==> src/rtl/shift_pkg.sv <==
// rtl/shift_pkg.sv - opcode, shift-type and FSM state definitions for shift_sequencer
package shift_pkg;

    localparam logic [2:0] OP_SLL = 3'b000;
    localparam logic [2:0] OP_SRL = 3'b001;
    localparam logic [2:0] OP_SRA = 3'b010;
    localparam logic [2:0] OP_ROL = 3'b011;
    localparam logic [2:0] OP_ROR = 3'b100;

    localparam logic [1:0] ST_LL = 2'b00;
    localparam logic [1:0] ST_LR = 2'b10;
    localparam logic [1:0] ST_AR = 2'b11;

    typedef enum logic [1:0] {
        S_IDLE = 2'd0,
        S_P1   = 2'd1,
        S_P2   = 2'd2,
        S_OUT  = 2'd3
    } state_e;

endpackage

==> src/rtl/shift_sequencer_if.sv <==
// rtl/shift_sequencer_if.sv - command and result handshake bundle for shift_sequencer
interface shift_sequencer_if;
    logic        in_valid;
    logic        in_ready;
    logic [31:0] in_data;
    logic [4:0]  in_amt;
    logic [2:0]  in_op;
    logic        out_valid;
    logic        out_ready;
    logic [31:0] out_data;
    logic        out_err;

    modport master (
        output in_valid, in_data, in_amt, in_op, out_ready,
        input  in_ready, out_valid, out_data, out_err
    );

    modport slave (
        input  in_valid, in_data, in_amt, in_op, out_ready,
        output in_ready, out_valid, out_data, out_err
    );
endinterface

==> src/rtl/shifter_32.sv <==
// rtl/shifter_32.sv - combinational 32-bit shifter: logical left, logical right, arithmetic right
import shift_pkg::*;

module shifter_32 (
    input  logic [31:0] data,
    input  logic [4:0]  amt,
    input  logic [1:0]  stype,
    output logic [31:0] result
);
    always_comb begin
        case (stype)
            ST_LR:   result = data >> amt;
            ST_AR:   result = $unsigned($signed(data) >>> amt);
            default: result = data << amt;
        endcase
    end
endmodule

==> src/rtl/shift_sequencer.sv <==
// rtl/shift_sequencer.sv - issue/retire FSM around one shared shifter_32; rotates take two passes
import shift_pkg::*;

module shift_sequencer #(
    parameter bit ROT_EN = 1'b1
) (
    input  logic              clk,
    input  logic              rst_n,
    shift_sequencer_if.slave  bus,
    output logic              busy
);
    state_e      state, state_nxt;
    logic [31:0] op_data;
    logic [4:0]  op_amt;
    logic [2:0]  op_op;
    logic [31:0] partial;
    logic [31:0] out_data_q;
    logic        out_err_q;

    logic        is_rot, legal, accept, two_pass;
    logic [5:0]  amt_comp;
    logic [4:0]  sh_amt;
    logic [1:0]  sh_type;
    logic [31:0] sh_out;

    assign is_rot   = ROT_EN && (op_op == OP_ROL || op_op == OP_ROR);
    assign legal    = (op_op == OP_SLL) || (op_op == OP_SRL) || (op_op == OP_SRA) || is_rot;
    assign two_pass = is_rot && (op_amt != 5'd0);
    assign amt_comp = 6'd32 - {1'b0, op_amt};

    assign bus.in_ready  = (state == S_IDLE) || (state == S_OUT && bus.out_ready);
    assign bus.out_valid = (state == S_OUT);
    assign bus.out_data  = out_data_q;
    assign bus.out_err   = out_err_q;
    assign busy          = (state != S_IDLE);
    assign accept        = bus.in_valid && bus.in_ready;

    // Second pass recovers the bits the first pass shifted out, from the opposite side
    always_comb begin
        sh_amt  = op_amt;
        sh_type = ST_LL;
        if (state == S_P2) begin
            sh_amt  = amt_comp[4:0];
            sh_type = (op_op == OP_ROL) ? ST_LR : ST_LL;
        end else begin
            case (op_op)
                OP_SRL, OP_ROR: sh_type = ST_LR;
                OP_SRA:         sh_type = ST_AR;
                default:        sh_type = ST_LL;
            endcase
        end
    end

    shifter_32 u_shifter (
        .data   (op_data),
        .amt    (sh_amt),
        .stype  (sh_type),
        .result (sh_out)
    );

    always_comb begin
        state_nxt = state;
        case (state)
            S_IDLE: if (accept) state_nxt = S_P1;
            S_P1:   state_nxt = (legal && two_pass) ? S_P2 : S_OUT;
            S_P2:   state_nxt = S_OUT;
            S_OUT:  if (bus.out_ready) state_nxt = accept ? S_P1 : S_IDLE;
            default: state_nxt = S_IDLE;
        endcase
    end

    always_ff @(posedge clk or negedge rst_n) begin
        if (!rst_n) begin
            state      <= S_IDLE;
            op_data    <= '0;
            op_amt     <= '0;
            op_op      <= '0;
            partial    <= '0;
            out_data_q <= '0;
            out_err_q  <= 1'b0;
        end else begin
            state <= state_nxt;
            if (accept) begin
                op_data <= bus.in_data;
                op_amt  <= bus.in_amt;
                op_op   <= bus.in_op;
            end
            if (state == S_P1) begin
                if (!legal) begin
                    out_data_q <= op_data;
                    out_err_q  <= 1'b1;
                end else if (two_pass) begin
                    partial <= sh_out;
                end else begin
                    out_data_q <= sh_out;
                    out_err_q  <= 1'b0;
                end
            end else if (state == S_P2) begin
                out_data_q <= partial | sh_out;
                out_err_q  <= 1'b0;
            end
        end
    end
endmodule
==> src/flat_wrapper.sv <==
// flat-port wrapper written by rule: the top's interface ports become plain ports
module shift_sequencer_flat 
#(
    parameter bit ROT_EN = 1'b1
)
  (clk, rst_n, busy, bus_in_valid, bus_in_data, bus_in_amt, bus_in_op, bus_out_ready, bus_in_ready, bus_out_valid, bus_out_data, bus_out_err);
  shift_sequencer_if bus_i ();
  input  logic clk;
  input  logic rst_n;
  output logic busy;
  input wire logic [$bits(bus_i.in_valid)-1:0] bus_in_valid;
  input wire logic [$bits(bus_i.in_data)-1:0] bus_in_data;
  input wire logic [$bits(bus_i.in_amt)-1:0] bus_in_amt;
  input wire logic [$bits(bus_i.in_op)-1:0] bus_in_op;
  input wire logic [$bits(bus_i.out_ready)-1:0] bus_out_ready;
  output wire logic [$bits(bus_i.in_ready)-1:0] bus_in_ready;
  output wire logic [$bits(bus_i.out_valid)-1:0] bus_out_valid;
  output wire logic [$bits(bus_i.out_data)-1:0] bus_out_data;
  output wire logic [$bits(bus_i.out_err)-1:0] bus_out_err;
  assign bus_i.in_valid = bus_in_valid;
  assign bus_i.in_data = bus_in_data;
  assign bus_i.in_amt = bus_in_amt;
  assign bus_i.in_op = bus_in_op;
  assign bus_i.out_ready = bus_out_ready;
  assign bus_in_ready = bus_i.in_ready;
  assign bus_out_valid = bus_i.out_valid;
  assign bus_out_data = bus_i.out_data;
  assign bus_out_err = bus_i.out_err;
  shift_sequencer #(.ROT_EN(ROT_EN)) u_core (.clk(clk), .rst_n(rst_n), .bus(bus_i), .busy(busy));
endmodule
==> config.mk <==
export PLATFORM = sky130hd
export DESIGN_NAME = shift_sequencer_flat
export DESIGN_NICKNAME = d
export VERILOG_FILES = /design/src/rtl/shift_pkg.sv /design/src/rtl/shift_sequencer_if.sv /design/src/rtl/shifter_32.sv /design/src/rtl/shift_sequencer.sv /design/src/flat_wrapper.sv
export SDC_FILE = /design/constraint.sdc
export NUM_CORES = 1
export LEC_CHECK = 0
export ABC_AREA = 0
export ABC_CLOCK_PERIOD_IN_PS = 4800
export CELL_PAD_IN_SITES_DETAIL_PLACEMENT = 2
export CELL_PAD_IN_SITES_GLOBAL_PLACEMENT = 2
export CORE_ASPECT_RATIO = 1.4
export CORE_MARGIN = 3
export CORE_UTILIZATION = 38
export CTS_BUF_LIST = sky130_fd_sc_hd__clkbuf_2 sky130_fd_sc_hd__clkbuf_4 sky130_fd_sc_hd__clkbuf_8
export DETAILED_ROUTE_END_ITERATION = 10
export PLACE_DENSITY = 0.8
export SLEW_MARGIN = 10
export SYNTH_ARGS = -nofsm -noshare
export SYNTH_HDL_FRONTEND = slang
export SYNTH_SLANG_ARGS = --single-unit
==> constraint.sdc <==
create_clock -name clk -period 4.8 [get_ports clk]
set_input_delay 0.72 -clock clk [delete_from_list [all_inputs] [get_ports clk]]
set_output_delay 0.72 -clock clk [all_outputs]
set_load 0.01 [all_outputs]
# After elaboration in Yosys (flattened, before gate mapping)
# Cells that the tools add are included.
# totals
latchBits,0
elab_cells,60
memories,0
output_inout_bits,36
romBits,0
ram_bits,0
ff_bits,107
input_bits,44
# classes
multipliers,0
mux,18
n_lt_le_gt_ge,0
n_eq_ne,12
bitwise_logic,1
n_div,0
n_reduce_logical,18
shift,3
addsub,1
# op_table
operator,count
$mux 32,4
$pmux 32 s2,1
$or 32x32->32,1
$shl 32x5->32,1
$shr 32x5->32,1
$sshr 32x5->32,1
$eq 2x2->1 const B,4
$mux 2,4
$pmux 2 s4,1
$eq 3x2->1 const B,2
$mux 1,6
$logic_or 1x1->1,5
$mux 5,1
$reduce_bool 5->1,1
$sub 1x5->5 const A,1
$logic_and 1x1->1,4
$pmux 2 s2,1
$reduce_and 2->1,2
$reduce_bool 2->1,2
$eq 3x1->1 const B,1
$eq 3x3->1 const B,1
$logic_not 3->1,1
$ne 3x3->1 const B,1
$reduce_and 3->1,1
other kinds (5),5

# Depth between registers and ports, before layout
# Gate-level depths: netlist of the first run.
# logic_depth
depth_word,9
depth_mapped,16

# By module
# From an unflattened synthesis of the first run, not the netlist that was laid out.
# hier_totals
cells_unflattened,906
area_unflattened_um2,9195.1
# modules_own_cells
mod,n_inst,cells_each,area_each_um2
shift_sequencer,1,420,5039.8
shifter_32,1,486,4155.2

# Worst setup path before layout of the first run
# OpenSTA, ideal clock, no wires.
# synth_timing
kind,reg-to-reg
startpoint,register u_core.op_amt[0]
endpoint,"register u_core.out_data_q[6], in the netlist u_core.bus.out_data[6]"
path_stages_with_launch,14
period_less_slack_ps,3507
path_slack_ps,1293
required_ps,4671
arrival_time_ps,3379
cell_sequence,dfrtp_1 > buf_4 > inv_2 > buf_2 > clkbuf_1 > ha_1 > mux2i_4 > buf_2 > mux4_2 > o211ai_1 > o221ai_1 > o21a_1 > a221oi_1 > a21oi_1
# synth_via
elab_chain_cells,7
# synth_lines
item,line,source
"start, declared",shift_sequencer.sv:14,logic [4:0] op_amt;
"start signal, assigned",shift_sequencer.sv:85,op_amt <= bus.in_amt;
$sub 1x5->5,shift_sequencer.sv:29,"assign amt_comp = 6'd32 - {1'b0, op_amt};"
$mux 5,shift_sequencer.sv:42,if (state == S_P2) begin
"$shl 32x5->32, or another cell as far along",shifter_32.sv:14,default: result = data << amt;
$pmux 32 s2,shifter_32.sv:11,case (stype)
$or 32x32->32 or $mux 32 (tied branches),"shift_sequencer.sv:99, shift_sequencer.sv:92",
"$mux 32, on equally long branches","shift_sequencer.sv:98, shift_sequencer.sv:89",
$mux 32,shift_sequencer.sv:88,if (state == S_P1) begin
"end signal, assigned",shift_sequencer.sv:90,out_data_q <= op_data;
"end signal, assigned",shift_sequencer.sv:95,out_data_q <= sh_out;
"end signal, assigned",shift_sequencer.sv:99,out_data_q <= partial | sh_out;
"end, declared",shift_sequencer.sv:17,logic [31:0] out_data_q;
# Several ways; a longest one is shown, not always the timed one. The select of a mux whose other input is x is not followed.
# A chain may end at the register's enable or synchronous reset.

# Worst setup path after layout of the first run
# layout_timing
startpoint,register u_core.state[0]
endpoint,"register u_core.out_data_q[14], in the netlist u_core.bus.out_data[14]"
# layout_via
elab_chain_cells,7
# layout_lines
item,line,source
"start, declared",shift_sequencer.sv:12,"state_e state, state_nxt;"
"start signal, assigned",shift_sequencer.sv:82,state <= state_nxt;
$eq 2x2->1,"shift_sequencer.sv:42, shift_sequencer.sv:98",
$mux 5 or $mux 2 (tied branches),shift_sequencer.sv:42,
"$shl 32x5->32, or another cell as far along",shifter_32.sv:14,
$pmux 32 s2,shifter_32.sv:11,
$or 32x32->32 or $mux 32 (tied branches),"shift_sequencer.sv:99, shift_sequencer.sv:92",
"$mux 32, on equally long branches","shift_sequencer.sv:98, shift_sequencer.sv:89",
$mux 32,shift_sequencer.sv:88,
# Several ways; a longest one is shown, not always the timed one. The select of a mux whose other input is x is not followed.

==> results of run 1 <==
-- metal layers --
metal / vias up / share of wire (%)
met1: 4493 / 42
li1: 3733 / -
met2: 317 / 47
met4: 2 / 4.7
met3: 93 / 5.6
met5: - / 0.034
-- worst reg2reg max path: cells and delay by family (launching register included) --
| kind | cells | cell delay [ps] |
|---|---|---|
| adder cells (fa/ha/maj) | 1 | 560 |
| flip-flops | 1 | 440 |
| AND/OR/NAND/NOR | 1 | 140 |
| buffers and inverters | 2 | 420 |
| multiplexers | 4 | 1690 |
| AO/OA/AOI/OAI | 3 | 590 |
-- final cells by class --
class | instances | area, um2
Tap cell | 301 | 376.6
Clock inverter | 7 | 70.07
Sequential cell | 107 | 2679
Multi-Input combinational cell | 759 | 5804
Timing Repair Buffer | 117 | 1111
Clock buffer | 9 | 123.9
Inverter | 14 | 52.55
Fill cell | 2565 | 12720
-- registers in the layout (all words and copies together), names as in the netlist --
register	cells
u_core.op_amt	5
u_core.state	2
u_core.bus.out_data	32
u_core.op_op	3
u_core.op_data	32
u_core.partial	32
u_core.bus.out_err	1
-- Yosys cell counts, types with 20 or more instances --
master,n,area (um2)
sky130_fd_sc_hd__o21ai_0,72,360.4
sky130_fd_sc_hd__mux2_2,52,585.6
sky130_fd_sc_hd__a31oi_1,22,137.6
sky130_fd_sc_hd__buf_2,29,145.1
sky130_fd_sc_hd__mux4_2,36,810.8
sky130_fd_sc_hd__nand2_1,114,427.9
sky130_fd_sc_hd__clkbuf_1,41,153.9
sky130_fd_sc_hd__a21oi_1,64,320.3
sky130_fd_sc_hd__mux2i_1,106,1061
sky130_fd_sc_hd__dfrtp_1,107,2678
sky130_fd_sc_hd__nor2_1,59,221.5
sky130_fd_sc_hd__nand3_1,20,100.1
-- cells by family (layout without fill, tap and decap cells) --
logic type | Yosys count | count (layout) | synth area share [%]
adder cells (fa/ha/maj) | 7 | 7 | 0.9749
flip-flops | 107 | 107 | 29.81
multiplexers | 200 | 200 | 28.52
XOR/XNOR | 6 | 6 | 1.295
AO/OA/AOI/OAI | 287 | 287 | 20.56
buffers and inverters | 106 | 147 | 5.766
AND/OR/NAND/NOR | 259 | 259 | 13.08
-- stage by stage --
step | hold WS [ps] | std cells | cell area (um2) | worst slack, ps
after floorplan | 424.4 | 972 | 8984 | 1293
after global placement | 458.3 | 1298 | 10020 | 1050
after detailed placement | 466.6 | 1298 | 10020 | 965.3
after CTS | 196.7 | 1314 | 10220 | 923.2
after global routing | 195.0 | 1314 | 10220 | 654.1
final | 182.3 | 1314 | 10220 | 867.4
-- cells in the final DEF, fill, tap and decap left out, types with 4 or more instances in the layout --
master,synthesis,layout
sky130_fd_sc_hd__o21ai_1,18,18
sky130_fd_sc_hd__a21o_1,8,8
sky130_fd_sc_hd__mux2_2,52,52
sky130_fd_sc_hd__clkbuf_8,0,9
sky130_fd_sc_hd__o31ai_1,8,8
sky130_fd_sc_hd__a311oi_1,5,5
sky130_fd_sc_hd__clkdlybuf4s50_1,0,78
sky130_fd_sc_hd__mux2i_1,106,106
sky130_fd_sc_hd__a31oi_1,22,22
sky130_fd_sc_hd__mux4_2,36,36
sky130_fd_sc_hd__inv_1,12,12
sky130_fd_sc_hd__and3_1,6,6
sky130_fd_sc_hd__nor2_1,59,59
sky130_fd_sc_hd__buf_4,14,36
sky130_fd_sc_hd__dfrtp_1,107,106
sky130_fd_sc_hd__nor3_1,18,18
sky130_fd_sc_hd__or3_1,15,15
sky130_fd_sc_hd__o211ai_1,5,5
sky130_fd_sc_hd__o22ai_1,18,18
sky130_fd_sc_hd__nand3_1,20,20
sky130_fd_sc_hd__o21ai_0,72,72
sky130_fd_sc_hd__nand2b_1,6,6
sky130_fd_sc_hd__o32ai_1,10,10
sky130_fd_sc_hd__a221oi_1,4,4
sky130_fd_sc_hd__nand2_1,114,112
sky130_fd_sc_hd__a211oi_1,8,8
sky130_fd_sc_hd__a21oi_1,64,64
sky130_fd_sc_hd__ha_1,7,7
sky130_fd_sc_hd__o221ai_1,5,5
-- worst min-delay path by stage --
stage,from,endpoint,cells past startpoint,slack [ps]
after floorplan,rst_n,u_core.bus.out_data[0],0,420
after global placement,u_core.partial[18],u_core.partial[18],2,460
after detailed placement,u_core.partial[23],u_core.partial[23],1,470
after CTS,rst_n,u_core.bus.out_data[21],1,200
after global routing,rst_n,u_core.bus.out_data[29],1,200
final,rst_n,u_core.bus.out_data[29],1,180
==> impl_metrics.tcl, run 1 <==
set metrics [dict create \
    worst_pin_slew_ps 1138 \
    global_route.usage.met1_pct 40.61 \
    postCtsSetupRepairBufs 0 \
    count_of_antenna_diodes_in_the_layout 0 \
    critical_path.slowest_cell "sky130_fd_sc_hd__mux2i_4" \
    timing.critical_path.mode_cell "sky130_fd_sc_hd__mux2i_1" \
    final_hpwl_dp_um 28840 \
    syn_inst 972 \
    holdBufCountCts 0 \
    period_needed_ps 3933 \
    finish.utilization_pct 44.55 \
    cp-endpoint "u_core.bus.out_data[14]" \
    path_cells "inv_1 > ha_1 > mux2i_4 > buf_12 > mux2i_1 > mux2i_1 > mux2i_1 > a22oi_1 > nand2_1 > a31oi_1 > a221oi_2" \
    drt_iter0_markers 669 \
    crit_required_ps 5140 \
    routed-via-count 8638 \
    globalRouteMet2Util_pct 48.14 \
    pre_repair_dr_iteration_count 5 \
    mappedNetlistArea_um2 8984 \
    worst-r2r-setup-slack_ps 870 \
    antenna_violations_before_repair 1 \
    clock_sinks 107 \
    grt_setup_unrepaired "no" \
    timing_worst_setup_path_type "reg2reg" \
    gp_congestion 0.9856 \
    synth_area_per_cell_um2 9.242 \
    timing.clock.skew_ps 19.83 \
    share_of_post_route_cells_with_drive_strength_above_1_pct 16.58 \
    core_area_um2 22930 \
    worst_slew_margin_rel_pct 23.92 \
    worst_setup_path_start_kind "register" \
    port-buffer-count 79 \
    synthArstFlopShare_pct 100.0 \
    row_count 65 \
    layout.nets 1059 \
    synth_top_flop_cell "sky130_fd_sc_hd__dfrtp_1" \
    area_growth_syn_to_layout_pct 13.73 \
    cp.depth 11 \
    routed_via_density 6.574 \
    critical_path.max_stage_delay_ps 670 \
    clock_latency_ps 440 \
    floorplan.io_pins 80 \
    pins_over_slew_limit 0 \
    worstSetupEndpointType "register" \
    yosysWarningCount 0 \
    grt_pass1_wl_um 58300 \
    worst-r2r-cell-count 11 \
    path_clk_slew_ps 120 \
    drtAntennaViolNets 0 \
    synthesis.nets 1023 \
    synth-seq-cells 107 \
    grtUsageMet3_pct 4.643 \
    number_of_global_route_vias_before_repair 9193 \
    wirelength_um 38270 \
    report.final.hold_viol_count 0 \
    ctsLongestPathBuffers 2 \
    timing.max_cap.violations 0 \
    period_share_pct 81.93 \
    crit-reg2reg-capture "u_core.bus.out_data[14]" \
    finalSetupTns_ps 0 \
    reg2reg_from "u_core.state[0]" \
    drc 0 \
    worst_setup_path_startpoint "u_core.state[0]" \
    area_of_the_die_um2 25550 \
    ctsHtreeMaxLevel 3 \
    number_of_distinct_standard_cells_referenced_by_the_synthesized_netlist 79 \
    synth_edf_count 0 \
    root_buffer "sky130_fd_sc_hd__clkbuf_8" \
    max_freq_ghz 0.2543 \
    initial_core_util_pct 39.17 \
    die_width_um 136.0 \
    tritoncts "built" \
    worstPathMaxFanout 24 \
    dieHeight_um 187.9 \
    cts_made_buffers 9 \
    status "completed" \
    grt_overflow 0 \
    most_congested_layer_reported_by_global_routing "met2" \
    timing.final.setup_violations 0 \
    worstHoldPathType "in2async" \
    timing.critical_path.max_delay_family "multiplexers" \
    number_of_cells_upsized_or_downsized_after_cts 0 \
    grtUsageTotal_pct 30.21 \
    synth_sequential_area_ratio_pct 29.81 \
    largest_net_degree_at_the_start_of_global_routing 53 \
    crit_arrival_ps 4270 \
    average_wire_per_standard_cell_um 29.13 \
    critical_path.n_buffers_inverters 2 \
]
Power of run 1 is left out: the tool's default activity adds up to more than one toggle a clock period on the data nets, which glitch-free logic cannot reach.
==> run 2, diff against run 1 <==
- ABC_CLOCK_PERIOD_IN_PS: 4800 -> 3300
- CORE_UTILIZATION: 38 -> 34
- PLACE_DENSITY: 0.8 -> 0.75
- clock period: 4.8 -> 3.3 ns (I/O delays scaled with it)
==> run 2 against run 1 <==
Against the previous run:
- fmax is 22% higher
- worst setup slack lost 790 ps
- flip-flop and latch count is the same
- clock skew down 6.9 ps
- core utilization fell by 1.3 points
- largest cell class unchanged
- count of clock-buffer cells in the layout stayed put
- wire length rose by 6.3%
- first-iteration DRC count increased by 20%
- die area up 11%
==> impl_metrics.tcl, run 2 (synthesis results as in run 1) <==
set metrics [dict create \
    grt_pass1_wl_um 61200 \
    worstPathMaxFanout 14 \
    pre_repair_dr_iteration_count 7 \
    floorplan.io_pins 80 \
    share_of_post_route_cells_with_drive_strength_above_1_pct 24.59 \
    max_freq_ghz 0.3100 \
    count_of_antenna_diodes_in_the_layout 0 \
    cp.depth 13 \
    worstHoldPathType "in2async" \
    timing.max_cap.violations 0 \
    path_clk_slew_ps 130 \
    drtAntennaViolNets 0 \
    status "completed" \
    die_width_um 143.4 \
    antenna_violations_before_repair 0 \
    period_share_pct 97.75 \
    core_area_um2 25730 \
    worst_pin_slew_ps 670.8 \
    average_wire_per_standard_cell_um 28.63 \
    critical_path.n_buffers_inverters 5 \
    worstSetupEndpointType "register" \
    largest_net_degree_at_the_start_of_global_routing 54 \
    drc 0 \
    timing_worst_setup_path_type "reg2reg" \
    whs_ps 19.81 \
    timing.critical_path.mode_cell "sky130_fd_sc_hd__buf_4" \
    path_cells "inv_1 > ha_4 > buf_4 > mux2i_4 > buf_4 > clkbuf_16 > mux4_2 > nor2_1 > o32ai_1 > buf_4 > a21oi_1 > a21oi_1 > a21o_1" \
    crit_arrival_ps 3540 \
    final_hpwl_dp_um 30710 \
    ctsHtreeMaxLevel 3 \
    timing.critical_path.max_delay_family "buffers and inverters" \
    cts_made_buffers 9 \
    area_growth_syn_to_layout_pct 23.75 \
    report.final.hold_viol_count 0 \
    layout.nets 1148 \
    critical_path.max_stage_delay_ps 540 \
    grtUsageTotal_pct 28.39 \
    ctsLongestPathBuffers 2 \
    gp_congestion 1.032 \
    routed-via-count 8884 \
    holdBufCountCts 0 \
    dieHeight_um 198.3 \
    layout_commonest_cell "sky130_fd_sc_hd__buf_4" \
    wirelength_um 40690 \
    crit_required_ps 3620 \
    pins_over_slew_limit 0 \
    initial_core_util_pct 34.92 \
    area_of_the_die_um2 28440 \
    port-buffer-count 79 \
    tritoncts "built" \
    drt_iter0_markers 805 \
    grt_overflow 0 \
    clock_latency_ps 420 \
    most-common-layout-cells "117 x sky130_fd_sc_hd__buf_4, 111 x sky130_fd_sc_hd__nand2_1, 106 x sky130_fd_sc_hd__dfrtp_1, 101 x sky130_fd_sc_hd__mux2i_1, 78 x sky130_fd_sc_hd__clkdlybuf4s50_1" \
    critical_path.slowest_cell "sky130_fd_sc_hd__mux4_2" \
    worst-r2r-cell-count 13 \
    root_buffer "sky130_fd_sc_hd__clkbuf_8" \
    worst_setup_path_start_kind "register" \
    grt_setup_unrepaired "no" \
    row_count 69 \
    period_needed_ps 3226 \
    worst_slew_margin_rel_pct 55.12 \
    number_of_global_route_vias_before_repair 9453 \
    clock_sinks 107 \
    timing.final.setup_violations 0 \
    timing.clock.skew_ps 12.96 \
    routed_via_density 6.252 \
]
==> run 2: layout make-up <==
cell class                      count  area [um2]
Fill cell                        2808       14610
Multi-Input combinational cell    760        5887
Sequential cell                   107        2679
Timing Repair Buffer              205        1864
Tap cell                          319       399.1
Clock buffer                        9       123.9
Clock inverter                      7       108.9
Inverter                           14       55.05
==> run 2: metal layers <==
metal	share of wire (%)	global-route usage (%)	vias up
li1	-	-	3905
met1	43	38.68	4671
met2	50	47.03	255
met3	3.8	2.948	53
met4	3.3	9.560	0
met5	0	0	-
==> run 2: per-stage QoR <==
step                      area (um2)  setup TNS (ps)  instances  setup WS, ps  utilization (%)
final                          11120               0       1421         74.09            43.21
after CTS                      10990               0       1413         6.351            42.70
after floorplan                 8992               0        972         78.52                -
after global routing           11120               0       1421         10.94            43.21
after detailed placement       10730          -433.9       1397        -275.5            41.71
after global placement         10730          -335.2       1397        -228.6            41.71
==> run 2: final timing paths <==
kind                               startpoint                       to  slack (ps)
setup / recovery              u_core.state[0]  u_core.bus.out_data[28]          70
hold / removal                          rst_n         u_core.op_amt[1]          20
setup reg to reg              u_core.state[0]  u_core.bus.out_data[28]          70
hold reg to reg            u_core.partial[21]       u_core.partial[21]         500
max in group asynchronous               rst_n        u_core.op_data[2]        2560
min in group clk           u_core.partial[21]       u_core.partial[21]         500
==> run 2: repair_timing <==
item / in CTS / in global routing
pin swaps: 0 / 1
setup buffers: 0 / 6
setup endpoints to repair: 6 / 32
resized for setup: 5 / 13
cloned: 0 / 2
Power of run 2 is left out for the same reason.
